## config.mk

```make
export PLATFORM = sky130hd
export DESIGN_NAME = iter_comparator
export DESIGN_NICKNAME = d
export VERILOG_FILES = /design/src/rtl/iter_cmp_pkg.sv /design/src/rtl/iter_comparator_cmp_chunk.sv /design/src/rtl/iter_comparator.sv
export SDC_FILE = /design/constraint.sdc
export NUM_CORES = 1
export LEC_CHECK = 0
export BUFFER_PORTS_ARGS = -buffer_cell sky130_fd_sc_hd__buf_2
export CAP_MARGIN = 20
export CORE_ASPECT_RATIO = 0.6
export CORE_UTILIZATION = 40
export CTS_CLUSTER_DIAMETER = 80
export CTS_CLUSTER_SIZE = 30
export DETAILED_ROUTE_END_ITERATION = 10
export PLACE_DENSITY_LB_ADDON = 0.08
export SYNTH_ARGS = -nofsm -noshare
export SYNTH_HDL_FRONTEND = slang
export SYNTH_SLANG_ARGS = --single-unit
```

## constraint.sdc

```tcl
create_clock -name clk -period 4.4 [get_ports clk]
set_input_delay 0.88 -clock clk [delete_from_list [all_inputs] [get_ports clk]]
set_output_delay 0.88 -clock clk [all_outputs]
set_load 0.05 [all_outputs]
```

## src/rtl/iter_cmp_pkg.sv

```systemverilog
// Shared types and legacy result-encoding constants for the iterative comparator.
package iter_cmp_pkg;

  typedef enum logic {
    IDLE = 1'b0,
    RUN  = 1'b1
  } state_t;

  // Legacy y_out encoding: less-than reports 1, equal reports 0.
  localparam int Y_LT = 1;
  localparam int Y_EQ = 0;

  // Greater-than reports the MSB-only pattern of the operand width.
  function automatic logic [63:0] y_gt_pat(input int width);
    return 64'd1 << (width - 1);
  endfunction

endpackage

```

## src/rtl/iter_comparator_cmp_chunk.sv

```systemverilog
// Combinational unsigned compare of one CHUNK-bit slice.
module cmp_chunk
  import iter_cmp_pkg::*;
#(
  parameter int CHUNK = 2
) (
  input  logic [CHUNK-1:0] a,
  input  logic [CHUNK-1:0] b,
  output logic             lt,
  output logic             gt
);

  assign lt = (a < b);
  assign gt = (a > b);

endmodule

```

## src/rtl/iter_comparator.sv

```systemverilog
// Sequential MSB-first magnitude comparator, CHUNK bits per clock, with early
// exit on the first differing chunk and the legacy y_out/carry/zero encoding.
module iter_comparator
  import iter_cmp_pkg::*;
#(
  parameter int WIDTH = 8,
  parameter int CHUNK = 2
) (
  input  logic             clk,
  input  logic             rst_n,
  input  logic             start,
  input  logic             signed_mode,
  input  logic [WIDTH-1:0] a_in,
  input  logic [WIDTH-1:0] b_in,
  input  logic             abort,
  output logic             ready,
  output logic             valid,
  output logic             lt,
  output logic             gt,
  output logic             eq,
  output logic [WIDTH-1:0] y_out,
  output logic             carry,
  output logic             zero
);

  localparam int NCHUNK = WIDTH / CHUNK;
  localparam int IDXW   = (NCHUNK > 1) ? $clog2(NCHUNK) : 1;
  localparam logic [IDXW-1:0]  LAST_IDX = IDXW'(NCHUNK - 1);
  localparam logic [WIDTH-1:0] Y_GT     = WIDTH'(y_gt_pat(WIDTH));

  if (CHUNK < 1 || CHUNK > WIDTH || (WIDTH % CHUNK) != 0) begin : g_bad_chunk
    $error("iter_comparator: WIDTH must be a positive multiple of CHUNK");
  end
  if (WIDTH > 64) begin : g_bad_width
    $error("iter_comparator: WIDTH above 64 is not supported");
  end

  state_t           state;
  logic [WIDTH-1:0] a_q, b_q;
  logic             sm_q;
  logic [IDXW-1:0]  idx;

  logic [WIDTH-1:0] a_sh, b_sh;
  logic [CHUNK-1:0] a_ch, b_ch;
  logic             c_lt, c_gt;

  // Select chunk idx (MSB first); signed mode flips the sign bit of chunk 0 so
  // an unsigned compare orders two's-complement values correctly.
  always_comb begin
    a_sh = a_q << (int'(idx) * CHUNK);
    b_sh = b_q << (int'(idx) * CHUNK);
    a_ch = a_sh[WIDTH-1 -: CHUNK];
    b_ch = b_sh[WIDTH-1 -: CHUNK];
    if (sm_q && idx == '0) begin
      a_ch[CHUNK-1] = ~a_ch[CHUNK-1];
      b_ch[CHUNK-1] = ~b_ch[CHUNK-1];
    end
  end

  cmp_chunk #(.CHUNK(CHUNK)) u_cmp (
    .a  (a_ch),
    .b  (b_ch),
    .lt (c_lt),
    .gt (c_gt)
  );

  // Control FSM with registered handshake and result outputs; abort wins over
  // a completion on the same edge, and results hold until the next valid.
  always_ff @(posedge clk or negedge rst_n) begin
    if (!rst_n) begin
      state <= IDLE;
      ready <= 1'b1;
      valid <= 1'b0;
      lt    <= 1'b0;
      gt    <= 1'b0;
      eq    <= 1'b0;
      y_out <= '0;
      carry <= 1'b0;
      zero  <= 1'b0;
      idx   <= '0;
      a_q   <= '0;
      b_q   <= '0;
      sm_q  <= 1'b0;
    end else begin
      valid <= 1'b0;
      case (state)
        IDLE: begin
          if (start) begin
            a_q   <= a_in;
            b_q   <= b_in;
            sm_q  <= signed_mode;
            idx   <= '0;
            ready <= 1'b0;
            state <= RUN;
          end
        end
        RUN: begin
          if (abort) begin
            ready <= 1'b1;
            state <= IDLE;
          end else if (c_lt || c_gt) begin
            lt    <= c_lt;
            gt    <= c_gt;
            eq    <= 1'b0;
            y_out <= c_lt ? WIDTH'(Y_LT) : Y_GT;
            carry <= c_lt;
            zero  <= 1'b0;
            valid <= 1'b1;
            ready <= 1'b1;
            state <= IDLE;
          end else if (idx == LAST_IDX) begin
            lt    <= 1'b0;
            gt    <= 1'b0;
            eq    <= 1'b1;
            y_out <= WIDTH'(Y_EQ);
            carry <= 1'b0;
            zero  <= 1'b1;
            valid <= 1'b1;
            ready <= 1'b1;
            state <= IDLE;
          end else begin
            idx <= idx + 1'b1;
          end
        end
        default: begin
          ready <= 1'b1;
          state <= IDLE;
        end
      endcase
    end
  end

endmodule

```

==> reports/metrics.yaml <==
r2r_cells: 6
start_util_pct: 43.10
synth_enable_flop_cells: 0
critical-path-slowest-cell: "mux4_2"
pin_count: 36
worstSetupPathType: "reg2reg"
clock-sinks: 25
synth_flop_cell: "dfrtp_1"
nNetsFinal: 182
design_area_um2: 1434
io_buffers: 29
wl_um: 2258
grt_max_degree: 26
r2r-start: "idx[0]$_DFFE_PN0P_"
yosysUniqueCellTypes: 28
gp_congestion: 0.7350
r2r_slack_ns: 2.03
cp-endpoint: "idx[1]$_DFFE_PN0P_"
drtAntennaViolNets: 0
insertion_delay_ns: 0.27
setup_tns_ns: 0
post-route-util_pct: 48.66
leakage_nw: 0.7749
slowest_delay_ns: 0.56
worstPathMaxFanout: 8
maxCapViolCount: 0
post-synth-top-area-cell: "dfrtp_1"
worst_slew_pin_slew_ns: 0.6879
syn_area_um2: 1270
firstDrtPassIters: 4
startpoint_type: "register"
clock.fmax_ghz: 0.4224
core_um2: 2947
required_ns: 4.56
setup_viol: 0
wl_met1_um: 1173
critPathBufInv: 0
vdd_ir_drop_max_v: 0.0004039
routedWlPerCell_um: 11.40
clock_skew_ns: 0.008036
hp-class: "reg2reg"
path_depth: 6
htreeDepth: 1
wl_met2_um: 965
track_usage_pct: 15.66
antenna_found_initial: 0
grt_pass1_wl_um: 3801
ctsHoldBuffers: 0
grt_pass1_vias: 781
cp.arrival_ns: 2.53
highest_layer: "met4"
p_per_area_nw_per_um2: 791.8
cts_setup_buffers: 0
yosys_warnings: 0
dr_wl_met3_um: 110
syn_inst: 132
clk_pin_slew_ns: 0.09
seq_power_share_pct: 36.1
remaining_drc_errors: 0
cts_made_buffers: 3
status: "complete, no violations"
ys_seq_area_share_pct: 49.36
p_comb_share_pct: 52.2
post-dp-hpwl_um: 1709
drt_iter0_drc: 47
cts_tree: "yes"
critPathLaunch: "idx[0]$_DFFE_PN0P_"
cts.path.max_buffers: 2
fin_hold_ws_ns: 0.4731
vias_per_cell: 4.449
yosys_register_bits: 25
p_sw_mw: 0.5099
synth_area_leaders: "dfrtp_1 (47%), nand2_1 (16%), buf_4 (5.9%)"
pwr-share-clk_pct: 11.8
drv_slew: 0
swShare_pct: 44.91
die_y_um: 45.65
cts.repair.resized: 0
finalCriticalPeriod_ns: 2.367
placed_cell_area_um2: 1388
slew_headroom_pct: 54.14
internal_power_mw: 0.6254
dr_total_vias: 881
avgSynthCellArea_um2: 9.621
finalCritPeriodShare_pct: 53.80
totalPowerFinal_mw: 1.135
placementRows: 15
diodes: 0
syn_to_final_growth_pct: 12.91
dieArea_um2: 3412
drive_gt1_share_pct: 24.36
ys_async_sr_fraction_pct: 100.0
finalHoldViolCount: 0
critPathTopFamily: "multiplexers"
rsz0062_at_grt: "no"
root_buffer: "clkbuf_8"
grt.overflow.total: 0
path_cells: "mux4_2, xnor2_1, ha_1, nand2_1, nand4b_1, mux2_2"
synth_top_area_share_pct: 47.29
rr_endpoint: "idx[1]$_DFFE_PN0P_"
cp-end-kind: "register"
chipWidth_um: 74.74
## synth_stat cells, drive strengths merged (2+ instances only)
cell    instances
nand2          55
dfrtp          24
mux4            4
buf            15
a21oi           2
nor2b           3
nand2b          3
ha              4
inv             6
## worst min-delay path by stage
stage	startpoint	slack, ns	depth (start not counted)	end
after global routing	a_q[2]$_DFFE_PN0P_	0.50	2	a_q[2]$_DFFE_PN0P_
after global placement	a_q[4]$_DFFE_PN0P_	0.46	2	a_q[4]$_DFFE_PN0P_
after CTS	a_q[4]$_DFFE_PN0P_	0.48	2	a_q[4]$_DFFE_PN0P_
after detailed placement	a_q[4]$_DFFE_PN0P_	0.46	2	a_q[4]$_DFFE_PN0P_
final	a_q[4]$_DFFE_PN0P_	0.47	2	a_q[4]$_DFFE_PN0P_
after floorplan	a_q[4]$_DFFE_PN0P_	0.44	2	a_q[4]$_DFFE_PN0P_
## cells in the final DEF (no fill, tap or decap), types with 2 or more instances in the layout
cell and instances:
a21oi_1 2, buf_2 29, clkbuf_8 3, conb_1 6
dfrtp_1 24, ha_1 4, inv_1 6, mux4_1 2
mux4_2 2, nand2_1 55, nand2b_1 3, nor2b_1 3
## power by group through the flow
stage,clock network [mW],registers [mW],logic [mW]
floorplan,0,0.453,0.455
global placement,0,0.414,0.579
detailed placement,0,0.416,0.593
CTS,0.139,0.412,0.598
global route,0.150,0.425,0.658
finish,0.133,0.410,0.592
## flip-flops by register name, indices dropped and copies added (netlist names)
name / count
state: 1
y_out: 1
ready: 1
zero: 1
sm_q: 1
a_q: 8
valid: 1
b_q: 8
carry: 1
idx: 2
## area by class of cell
type	instances	area, um^2
clock buffer	3	41.29
clock inverter	1	5.005
fill	315	1513
inverter	6	22.52
multi-input combinational	91	533.0
sequential	25	626.9
tap	42	52.55
timing repair buffer	30	152.6
## worst register-to-register path, cell delays in order (launching register included)
cell	delay [ns]
dfrtp_1	0.54
mux4_2	0.57
xnor2_1	0.15
ha_1	0.33
nand2_1	0.08
nand4b_1	0.27
mux2_2	0.32
## cell families after synthesis
family	share of synthesized area, %
buffers and inverters	10.15
and+or+nand+nor	21.68
AOI/OAI and AO/OA	3.843
other	0.2953
adders and majority gates	3.941
DFF	49.36
xor gates and xnor gates	1.380
muxes	9.359
## metrics by stage
| stage | setup WS [ns] | instances |
|---|---|---|
| 2_1_floorplan | 2.277 | 137 |
| 3_3_place_gp | 2.126 | 194 |
| 3_5_place_dp | 2.036 | 194 |
| 4_1_cts | 2.018 | 198 |
| 5_1_grt | 1.911 | 198 |
| 6_report | 2.033 | 198 |
## metal layers
layer	vias to the layer above	GRT usage (%)
met5	-	0
met4	0	2.264
met2	25	21.80
met1	399	23.50
met3	2	5.973
li1	455	-
No activity file was read; power rests on OpenSTA's default activity.
